**config.mk**
```make
export PLATFORM = sky130hd
export DESIGN_NAME = decode_stage_pipe
export DESIGN_NICKNAME = d
export VERILOG_FILES = /design/src/rtl/decode_stage_pipe.sv
export SDC_FILE = /design/constraint.sdc
export NUM_CORES = 2
export LEC_CHECK = 0
export CAP_MARGIN = 40
export CORE_UTILIZATION = 45
export DETAILED_ROUTE_END_ITERATION = 10
export GPL_ROUTABILITY_DRIVEN = 0
export MAX_ROUTING_LAYER = met4
export SLEW_MARGIN = 20
export SYNTH_ARGS = -nofsm -noshare
export SYNTH_HDL_FRONTEND = slang
export SYNTH_SLANG_ARGS = --single-unit
```
**constraint.sdc**
```tcl
create_clock -name clk -period 5.1 [get_ports clk]
set_input_delay 0.51 -clock clk [delete_from_list [all_inputs] [get_ports clk]]
set_output_delay 0.51 -clock clk [all_outputs]
set_load 0.01 [all_outputs]
```
**src/rtl/decode_stage_pipe.sv**
```systemverilog
// RV32I-subset decode stage: register file with WB bypass, decode/control, immediates,
// hazard stalls, branch resolution and a registered ID/EX stage. Optional: DECODE_UNSIGNED_BR_EN.
module decode_stage_pipe #(
   parameter int XLEN   = 32,
   parameter int NREGS  = 32,
   parameter int REG_AW = $clog2(NREGS)
) (
   input  logic            clk,
   input  logic            reset,
   input  logic            in_valid,
   output logic            in_ready,
   input  logic [31:0]     instruccion,
   input  logic [XLEN-1:0] PC,
   input  logic            reg_write_signal,
   input  logic [4:0]      write_reg,
   input  logic [XLEN-1:0] write_data,
   output logic            Select_PC,
   output logic [XLEN-1:0] dir_salto,
   output logic            out_valid,
   input  logic            out_ready,
   output logic [XLEN-1:0] Rs1,
   output logic [XLEN-1:0] Rs2,
   output logic [XLEN-1:0] inmediato,
   output logic [4:0]      rd_E,
   output logic            RegWriteE,
   output logic            ALUSrcE,
   output logic [2:0]      ALUControlE,
   output logic [1:0]      MEM_CtrlE,
   output logic            illegal
);

   localparam logic [6:0] OP_REG    = 7'b0110011;
   localparam logic [6:0] OP_IMM    = 7'b0010011;
   localparam logic [6:0] OP_LOAD   = 7'b0000011;
   localparam logic [6:0] OP_STORE  = 7'b0100011;
   localparam logic [6:0] OP_BRANCH = 7'b1100011;

   typedef enum logic [2:0] {
      ALU_ADD = 3'b000, ALU_SUB = 3'b001, ALU_AND = 3'b010, ALU_OR  = 3'b011,
      ALU_XOR = 3'b100, ALU_SLT = 3'b101, ALU_SLL = 3'b110, ALU_SRL = 3'b111
   } alu_op_e;

   typedef enum logic [1:0] {MEM_NONE = 2'b00, MEM_LW = 2'b01, MEM_SW = 2'b10} mem_op_e;
   typedef enum logic [1:0] {IMM_NONE, IMM_I, IMM_S} imm_sel_e;

   logic [6:0] opcode, funct7;
   logic [4:0] rd_f, rs1_f, rs2_f;
   logic [2:0] funct3;

   assign opcode = instruccion[6:0];
   assign rd_f   = instruccion[11:7];
   assign funct3 = instruccion[14:12];
   assign rs1_f  = instruccion[19:15];
   assign rs2_f  = instruccion[24:20];
   assign funct7 = instruccion[31:25];

   logic [XLEN-1:0] imm_i, imm_s, imm_b, imm_val;
   assign imm_i = {{(XLEN-12){instruccion[31]}}, instruccion[31:20]};
   assign imm_s = {{(XLEN-12){instruccion[31]}}, instruccion[31:25], instruccion[11:7]};
   assign imm_b = {{(XLEN-13){instruccion[31]}}, instruccion[31], instruccion[7],
                   instruccion[30:25], instruccion[11:8], 1'b0};

   // Register file: x0 is never written, so its entry stays at its reset value of 0.
   logic [XLEN-1:0] regs [NREGS];
   logic            wr_en, byp1, byp2;
   logic [XLEN-1:0] rd1, rd2;

   assign wr_en = reg_write_signal && (write_reg != 5'd0) && ((write_reg >> REG_AW) == 5'd0);
   assign byp1  = reg_write_signal && (write_reg != 5'd0) && (write_reg == rs1_f);
   assign byp2  = reg_write_signal && (write_reg != 5'd0) && (write_reg == rs2_f);
   assign rd1   = byp1 ? write_data : regs[rs1_f[REG_AW-1:0]];
   assign rd2   = byp2 ? write_data : regs[rs2_f[REG_AW-1:0]];

   // NOTE: arrays are usually left unreset; here every architectural register must clear to 0.
   always_ff @(posedge clk or negedge reset) begin
      if (!reset) begin
         for (int i = 0; i < NREGS; i++) regs[i] <= '0;
      end else if (wr_en) begin
         regs[write_reg[REG_AW-1:0]] <= write_data;
      end
   end

   // Instruction decode
   logic     dec_legal, dec_fwd, dec_branch, use_rs1, use_rs2, use_rd, alu_src, reg_wr;
   alu_op_e  alu_ctl;
   mem_op_e  mem_ctl;
   imm_sel_e imm_sel;
   logic     shamt_ok;

   assign shamt_ok = (instruccion[31:26] == 6'd0) && ((XLEN == 64) || !instruccion[25]);

   // NOTE: every output of a combinational block gets a default first so no latch is inferred.
   always_comb begin
      dec_legal  = 1'b0;
      dec_fwd    = 1'b0;
      dec_branch = 1'b0;
      use_rs1    = 1'b0;
      use_rs2    = 1'b0;
      use_rd     = 1'b0;
      alu_src    = 1'b0;
      reg_wr     = 1'b0;
      alu_ctl    = ALU_ADD;
      mem_ctl    = MEM_NONE;
      imm_sel    = IMM_NONE;
      case (opcode)
         OP_REG: begin
            {use_rs1, use_rs2, use_rd, reg_wr, dec_fwd, dec_legal} = 6'b111111;
            if (funct7 == 7'b0000000) begin
               case (funct3)
                  3'b000:  alu_ctl = ALU_ADD;
                  3'b001:  alu_ctl = ALU_SLL;
                  3'b010:  alu_ctl = ALU_SLT;
                  3'b100:  alu_ctl = ALU_XOR;
                  3'b101:  alu_ctl = ALU_SRL;
                  3'b110:  alu_ctl = ALU_OR;
                  3'b111:  alu_ctl = ALU_AND;
                  default: dec_legal = 1'b0;
               endcase
            end else if (funct7 == 7'b0100000 && funct3 == 3'b000) begin
               alu_ctl = ALU_SUB;
            end else begin
               dec_legal = 1'b0;
            end
         end
         OP_IMM: begin
            {use_rs1, use_rd, reg_wr, alu_src, dec_fwd, dec_legal} = 6'b111111;
            imm_sel = IMM_I;
            case (funct3)
               3'b000: alu_ctl = ALU_ADD;
               3'b010: alu_ctl = ALU_SLT;
               3'b100: alu_ctl = ALU_XOR;
               3'b110: alu_ctl = ALU_OR;
               3'b111: alu_ctl = ALU_AND;
               3'b001: begin alu_ctl = ALU_SLL; dec_legal = shamt_ok; end
               3'b101: begin alu_ctl = ALU_SRL; dec_legal = shamt_ok; end
               default: dec_legal = 1'b0;
            endcase
         end
         OP_LOAD: begin
            {use_rs1, use_rd, reg_wr, alu_src, dec_fwd} = 5'b11111;
            dec_legal = (funct3 == 3'b010);
            mem_ctl   = MEM_LW;
            imm_sel   = IMM_I;
         end
         OP_STORE: begin
            {use_rs1, use_rs2, alu_src, dec_fwd} = 4'b1111;
            dec_legal = (funct3 == 3'b010);
            mem_ctl   = MEM_SW;
            imm_sel   = IMM_S;
         end
         OP_BRANCH: begin
            {use_rs1, use_rs2, dec_branch} = 3'b111;
            case (funct3)
               3'b000, 3'b001, 3'b100, 3'b101: dec_legal = 1'b1;
`ifdef DECODE_UNSIGNED_BR_EN
               3'b110, 3'b111:                 dec_legal = 1'b1;
`endif
               default:                        dec_legal = 1'b0;
            endcase
         end
         default: ;
      endcase
   end

   always_comb begin
      case (imm_sel)
         IMM_I:   imm_val = imm_i;
         IMM_S:   imm_val = imm_s;
         default: imm_val = '0;
      endcase
   end

   // A register field wider than the implemented file makes the instruction illegal.
   logic addr_ok, op_ok, fwd_op, br_op, src1, src2;
   assign addr_ok = !(use_rs1 && ((rs1_f >> REG_AW) != 5'd0)) &&
                    !(use_rs2 && ((rs2_f >> REG_AW) != 5'd0)) &&
                    !(use_rd  && ((rd_f  >> REG_AW) != 5'd0));
   assign op_ok   = dec_legal && addr_ok;
   assign fwd_op  = op_ok && dec_fwd;
   assign br_op   = op_ok && dec_branch;
   assign src1    = op_ok && use_rs1;
   assign src2    = op_ok && use_rs2;

   logic br_true;
   always_comb begin
      br_true = 1'b0;
      case (funct3)
         3'b000:  br_true = (rd1 == rd2);
         3'b001:  br_true = (rd1 != rd2);
         3'b100:  br_true = ($signed(rd1) <  $signed(rd2));
         3'b101:  br_true = ($signed(rd1) >= $signed(rd2));
         3'b110:  br_true = (rd1 <  rd2);
         3'b111:  br_true = (rd1 >= rd2);
         default: br_true = 1'b0;
      endcase
   end

   // Hazards and handshake
   logic load_use, br_dep, stall, accept;
   assign load_use = out_valid && (MEM_CtrlE == MEM_LW) && (rd_E != 5'd0) &&
                     ((src1 && (rd_E == rs1_f)) || (src2 && (rd_E == rs2_f)));
   assign br_dep   = br_op && out_valid && RegWriteE && (rd_E != 5'd0) &&
                     ((rd_E == rs1_f) || (rd_E == rs2_f));
   assign stall    = in_valid && (load_use || br_dep);
   assign in_ready = reset && !stall && (out_ready || !out_valid);
   assign accept   = in_valid && in_ready;

   assign Select_PC = accept && br_op && br_true;
   assign dir_salto = PC + imm_b;

   // NOTE: sequential state uses non-blocking assignments so every flop samples pre-edge values.
   always_ff @(posedge clk or negedge reset) begin
      if (!reset) begin
         out_valid   <= 1'b0;
         illegal     <= 1'b0;
         Rs1         <= '0;
         Rs2         <= '0;
         inmediato   <= '0;
         rd_E        <= '0;
         RegWriteE   <= 1'b0;
         ALUSrcE     <= 1'b0;
         ALUControlE <= '0;
         MEM_CtrlE   <= '0;
      end else begin
         illegal <= accept && !op_ok;
         if (accept && fwd_op) begin
            out_valid   <= 1'b1;
            Rs1         <= rd1;
            Rs2         <= rd2;
            inmediato   <= imm_val;
            rd_E        <= use_rd ? rd_f : 5'd0;
            RegWriteE   <= reg_wr;
            ALUSrcE     <= alu_src;
            ALUControlE <= alu_ctl;
            MEM_CtrlE   <= mem_ctl;
         end else if (out_ready) begin
            out_valid <= 1'b0;
         end
      end
   end

endmodule

```
# Word level (Yosys, flattened, before mapping)
# Cells that the tools add are included.
# totals
memories	0
elab_cells	161
ff_bits	1134
out_inout_bits	144
in_bits	106
latch_bits	0
ramBits	0
romBits	0
# classes
mux	34
n_shift	0
n_eq_ne	21
div	0
addsub	1
n_reduce_logical	52
multipliers	0
bitwise_logic	3
order_cmp	8
# op_table
op	n
$bwmux 1024	1
$bmux 32 s5	2
$mux 32	7
$demux 32 s5	1
$ge 32x32->1	2
$lt 32x32->1	2
$pmux 32 s2	1
$add 32x32->32	1
$eq 32x32->1	1
$ne 32x32->1	1
$logic_and 1x1->1	27
$eq 7x6->1 const B	3
$eq 5x5->1	4
$ge 6x6->1 const B	3
$not 5->6	3
$pmux 3 s6	1
$mux 1	13
$eq 3x3->1 const B	4
$reduce_bool 5->1	2
$reduce_or 5->1	2
$reduce_or 3->1	3
$pmux 2 s2	2
$reduce_or 4->1	2
$eq 7x2->1 const B	1
21 further kinds	30

# Depth between registers and ports, before layout
# depth
ltp_word	18
mapped_depth	17
mapped_depth_nobuf	13

# Worst setup path after synthesis
# Ideal clock, no wire load.
# synth_path
kind	input-to-output
from	input instruccion[20]
to	output Select_PC
t_arrival_ns	5.127
path_buffers	3
path_stages	16
required_time_ns	4.590
setup_slack_ns	-0.537
path_cell_list	clkbuf_1 -> buf_2 -> buf_1 -> mux4_2 -> mux4_2 -> mux2i_1 -> nand2_1 -> o21ai_0 -> ha_1 -> a21oi_1 -> o21ai_0 -> a221o_1 -> a2111oi_0 -> nand2_1 -> a211o_1 -> a311oi_1
# synth_via
elab_chain_len	12
word_cells_on_any_way	28
cone_classes	order compare: 4; eq/ne: 4; mux: 5; bitwise: 1; reduce/logical: 14
# synth_lines
item	line	source
from (decl)	12	input logic [31:0] instruccion,
parallel branches: the longest is 11 deep, another holds $ge 32x32->1	-	
$logic_and 1x1->1 *	208	assign Select_PC = accept && br_op && br_true;
to (decl)	17	output logic Select_PC,
# Mark *: on every way between the ends. The select of a mux whose other input is x is not followed.

# Worst setup path after layout
# layout_path
from	register regs[542] (netlist name)
to	output Select_PC
# layout_via
elab_chain_len	7
word_cells_on_any_way	16
cone_classes	order compare: 4; eq/ne: 2; mux: 9; reduce/logical: 1
# layout_lines
item	line	source
from (decl)	64	logic [XLEN-1:0] regs [NREGS];
from (signal, indexed assignment)	79	regs[write_reg[REG_AW-1:0]] <= write_data;
$bmux 32 s5 *	71	assign rd1 = byp1 ? write_data : regs[rs1_f[REG_AW-1:0]];
$mux 32 (not written as such) * (2 in a row)	71	
$mux 32 *	71	
via rd1[30]	66	logic [XLEN-1:0] rd1, rd2;
$ge 32x32->1 (tied with other cells)	193	3'b111: br_true = (rd1 >= rd2);
$pmux 1 s6 *	187	case (funct3)
$logic_and 1x1->1 *	208	
# The timed path passes the listed nets; every way through them passes the cells marked *. The select of a mux whose other input is x is not followed.

==> summary.md <==
| Metric | Value |
|---|---|
| Via count of the routed design | `approximately 39000` |
| Largest fanout on the critical path | `3` |
| Post-DR wirelength/cell | `30.3 um` |
| Total power consumption of the routed design | `about 28 mW` |
| Crit path capture type | `primary output` |
| Post-synthesis cell area | `between 60000 and 70000 um^2` |
| Number of nets in the finished design | `around 4500` |
| Boundary Pins | `250` |
| Lkg Pwr | `about 32 nW` |
| Signal arrival time at the worst endpoint | `about 5.2 ns` |
| Overflow after GRT | `0` |
| Total power divided by cell area | `~380 nW/um^2` |
| Hold path cells | `3` |
| Wire length of the first global-routing pass | `278000 um` |
| Worst-case hold path end point | `inmediato[2]` |
| Maximum achievable frequency | `between 150 and 200 MHz` |
| Sum of routed wire length over all layers | `187000 um` |
| Total cell area at the placement stage | `about 68000 um^2` |
| CP required | `between 4 and 5 ns` |
| Syn. warnings | `0` |
| Run status | `finished, violations left` |
| Setup repair after global routing missed its margin | `yes` |
| TritonCTS clock tree | `built` |
| Net count after synthesis | `between 4000 and 5000` |
| Leading cell types by total area after synthesis | `sky130_fd_sc_hd__dfrtp_1 46%, sky130_fd_sc_hd__mux4_2 24%, sky130_fd_sc_hd__mux2_2 18%` |
| Power share of the sequential group | `0.418` |
| Sw power | `7.45 mW` |
| Gate power share | `0.233` |
| Area of all placed cells without fillers | `72600 um^2` |
| Worst reg2reg path startpoint | `rd_E[0]` |
| Maximum number of pins on one net before global-route repair | `roughly 190` |
| Sw Share | `0.271` |
| Actual transition at the worst max-transition pin | `~0.96 ns` |
| Library cells used by synthesis | `70` |
| Insertion delay of the later-clocked pin in the worst-skew pair | `between 0.7 and 0.8 ns` |
| Critical path class | `reg -> out` |
| Main synth FF type | `sky130_fd_sc_hd__dfrtp_1` |
| Port Buf Inserts | `~250` |
| Fraction of final layout cells sized beyond drive strength 1 | `0.531` |
| Die X | `between 300 and 400 um` |
| Row Count | `about 130` |
| Estimated wirelength of the detail-placed design | `~120000 um` |
| Height of the die | `roughly 370 um` |
| IR Drop Worst-Case VDD | `299 uV` |
| FF-to-FF End | `Rs1[12]` |
| DRC errors left | `90` |
| Count of state elements after synthesis | `between 1000 and 1500` |
| Finished Core Util | `0.543` |
| Vias in the first global route | `39800` |
| Count of max-cap constraint violations | `0` |
| Post-synthesis instance total | `between 3000 and 4000` |
| Type of the most critical hold path | `in -> reg` |
| Multiplexer share of the synthesized area | `0.440` |
| Final worst-path setup slack | `-0.625 ns` |
| Number of routed nets with antenna violations | `0` |
| Area delta synth->final | `19.6%` |
| Global routing usage summed across all routing layers | `0.288` |
| Floorplan core area | `between 100000 and 150000 um^2` |
| Internal power of the cells | `approximately 20 mW` |
| Minimum setup slack among reg-to-reg paths | `approximately 1.9 ns` |
| Synth top area share | `0.459` |
| Root Driver | `sky130_fd_sc_hd__clkbuf_16` |
| Origin of the worst min-delay path | `instruccion[22]` |
| Share of the synthesized area in compound gates (AO/OA/AOI/OAI) | `0.0247` |
| Time the worst path needs with I/O delays and setup | `about 5.7 ns` |
| Count of pins over their slew limit | `0` |
| Syn_area_per_cell | `15.3 um^2` |
| Die outline area | `around 140000 um^2` |
| Worst reg2reg path depth | `7` |
| Largest family of logic cells by synthesized area | `multiplexers` |
| Clock slew at the register clock pins of the worst setup and hold paths | `0.06 ns` |
| Largest clock skew in the final design | `0.0260 ns` |
| Effective utilization at floorplan | `0.454` |
| Relative slew margins | `0.363` |
| Startpoint type of the worst setup path | `register` |
| Fraction of the cycle the final worst path needs | `1.12` |
| Simple-Gate Fraction of Synth Area | `0.0242` |
| Final Hold Slack | `a little under 0.2 ns` |
| Via density per instance | `6.27` |
| 1st-iter DRT viols | `3313` |
| Antenna violations before repair | `2` |
| Portion of the post-synthesis area used by sequential elements | `0.459` |
| Fraction of power consumed by the clock network | `0.349` |
| Sinks on the clock net | `1114` |
| Post-synthesis xor/xnor area fraction | `0.00664` |
| Number of synthesized flops with an enable pin | `0` |
| Top cell type by total area after synthesis | `sky130_fd_sc_hd__dfrtp_1` |
| Synth Area in Adders | `0.0135` |
| Final hold violation count | `0` |
| Violations in the final reports | `DRC, setup timing` |
| Number of failing setup endpoints in the final timing report | `1` |
| DRT Pass-1 Iters | `11` |
| Max clock buf depth | `3` |
| Share of async-settable or async-resettable flops after synthesis | `1.00` |
| H-tree levels | `4` |
| CTS buffer count | `130` |
cells in the final DEF (no fill, tap or decap), types with 34 or more instances in the layout:
cell type,count
sky130_fd_sc_hd__nor2_1,65
sky130_fd_sc_hd__clkdlybuf4s50_1,234
sky130_fd_sc_hd__buf_4,296
sky130_fd_sc_hd__clkbuf_16,137
sky130_fd_sc_hd__ha_1,64
sky130_fd_sc_hd__mux4_2,640
sky130_fd_sc_hd__o21ai_1,34
sky130_fd_sc_hd__a21oi_1,62
sky130_fd_sc_hd__dfrtp_1,1114
sky130_fd_sc_hd__mux2i_1,61
sky130_fd_sc_hd__buf_12,81
sky130_fd_sc_hd__nand2_1,122
sky130_fd_sc_hd__mux2_2,992
sky130_fd_sc_hd__o21ai_0,51
kinds of logic after synthesis:
logic type	after synthesis
multiplexers	1731
flip-flops	1114
buffers and inverters	450
AND/OR/NAND/NOR	317
AO/OA/AOI/OAI	247
adder cells (fa/ha/maj)	65
XOR/XNOR	46
cell usage after synthesis, drive strengths merged (9+ instances only):
master  instances
dfrtp        1114
mux2         1025
mux4          640
clkbuf        298
buf           138
nand2         138
o21ai          93
nor2           77
a21oi          67
mux2i          66
ha             64
xnor2          24
xor2           22
nand3          20
nand4          15
a21o           14
inv            14
o31ai          12
nor3           10
nor2b           9
o21a            9
worst max-delay path, cell delays in order, from the launching register on:
cell and delay [ns]:
sky130_fd_sc_hd__dfrtp_1 0.40, sky130_fd_sc_hd__mux4_2 0.49, sky130_fd_sc_hd__mux4_2 0.51, sky130_fd_sc_hd__mux2i_4 0.19, sky130_fd_sc_hd__a21oi_2 0.11, sky130_fd_sc_hd__ha_1 0.32
sky130_fd_sc_hd__nand4_1 0.25, sky130_fd_sc_hd__buf_12 0.23, sky130_fd_sc_hd__nor4bb_4 0.45, sky130_fd_sc_hd__o31a_1 0.43, sky130_fd_sc_hd__a2111oi_4 0.14, sky130_fd_sc_hd__nor3b_2 0.20
sky130_fd_sc_hd__a211o_1 0.25, sky130_fd_sc_hd__a311oi_2 0.29, sky130_fd_sc_hd__buf_2 0.19
flip-flops by register name, indices dropped and copies added, names as in the netlist:
| name | count |
|---|---|
| out_valid | 1 |
| Rs2 | 32 |
| illegal | 1 |
| Rs1 | 32 |
| MEM_CtrlE | 2 |
| ALUControlE | 3 |
| regs | 1024 |
| RegWriteE | 1 |
| rd_E | 5 |
| inmediato | 12 |
| ALUSrcE | 1 |
worst max-delay path by stage:
| stage | depth (start not counted) | startpoint | end | slack, ns |
|---|---|---|---|---|
| floorplan | 16 | instruccion[20] | Select_PC | 0.007 |
| global placement | 18 | write_reg[0] | Select_PC | -2.13 |
| detailed placement | 18 | write_reg[0] | Select_PC | -1.86 |
| CTS | 17 | regs[62] | Select_PC | -0.57 |
| global route | 17 | write_reg[0] | Select_PC | -0.74 |
| finish | 14 | regs[542] | Select_PC | -0.63 |
timing repair:
item	CTS	global route
buffers inserted	6	8
pin swaps	14	11
hold buffers	1	0
hold endpoints to repair	31	0
gates resized for setup	34	22
setup endpoints to repair	1	1
cloned	0	2
layout make-up:
type / instances / area, um^2
sequential: 1114 / 27900
inverter: 14 / 52.6
timing repair buffer: 640 / 6780
antenna: 4 / 10.0
fill: 10800 / 61000
tap: 1768 / 2210
clock buffer: 183 / 3810
multi-input combinational: 2406 / 31300
clock inverter: 42 / 568
metal layers:
layer	vias to the layer above	share of wire	GRT usage
met3	277	0.059	0.0414
met2	1305	0.48	0.442
li1	16100	-	-
met5	-	0	-
met1	21000	0.44	0.402
met4	0	0.025	0.0769
stage by stage:
step	TNS, ns	setup WS (ns)	instances
4_1_cts	-0.573	-0.573	6157
3_5_place_dp	-1.86	-1.86	5926
2_1_floorplan	0	0.00678	3970
5_1_grt	-0.736	-0.736	6169
3_3_place_gp	-2.13	-2.13	5899
6_report	-0.625	-0.625	6171
power by group through the flow:
| stage | sequential, mW | combinational (mW) | clock (mW) |
|---|---|---|---|
| global route | 11.7 | 6.88 | 10.1 |
| finish | 11.5 | 6.42 | 9.60 |
| global placement | 11.5 | 6.21 | 0 |
| detailed placement | 11.6 | 6.32 | 0 |
| CTS | 11.5 | 6.41 | 9.80 |
| floorplan | 11.2 | 4.35 | 0 |
Note: power is estimated with default switching activity, not from simulation.
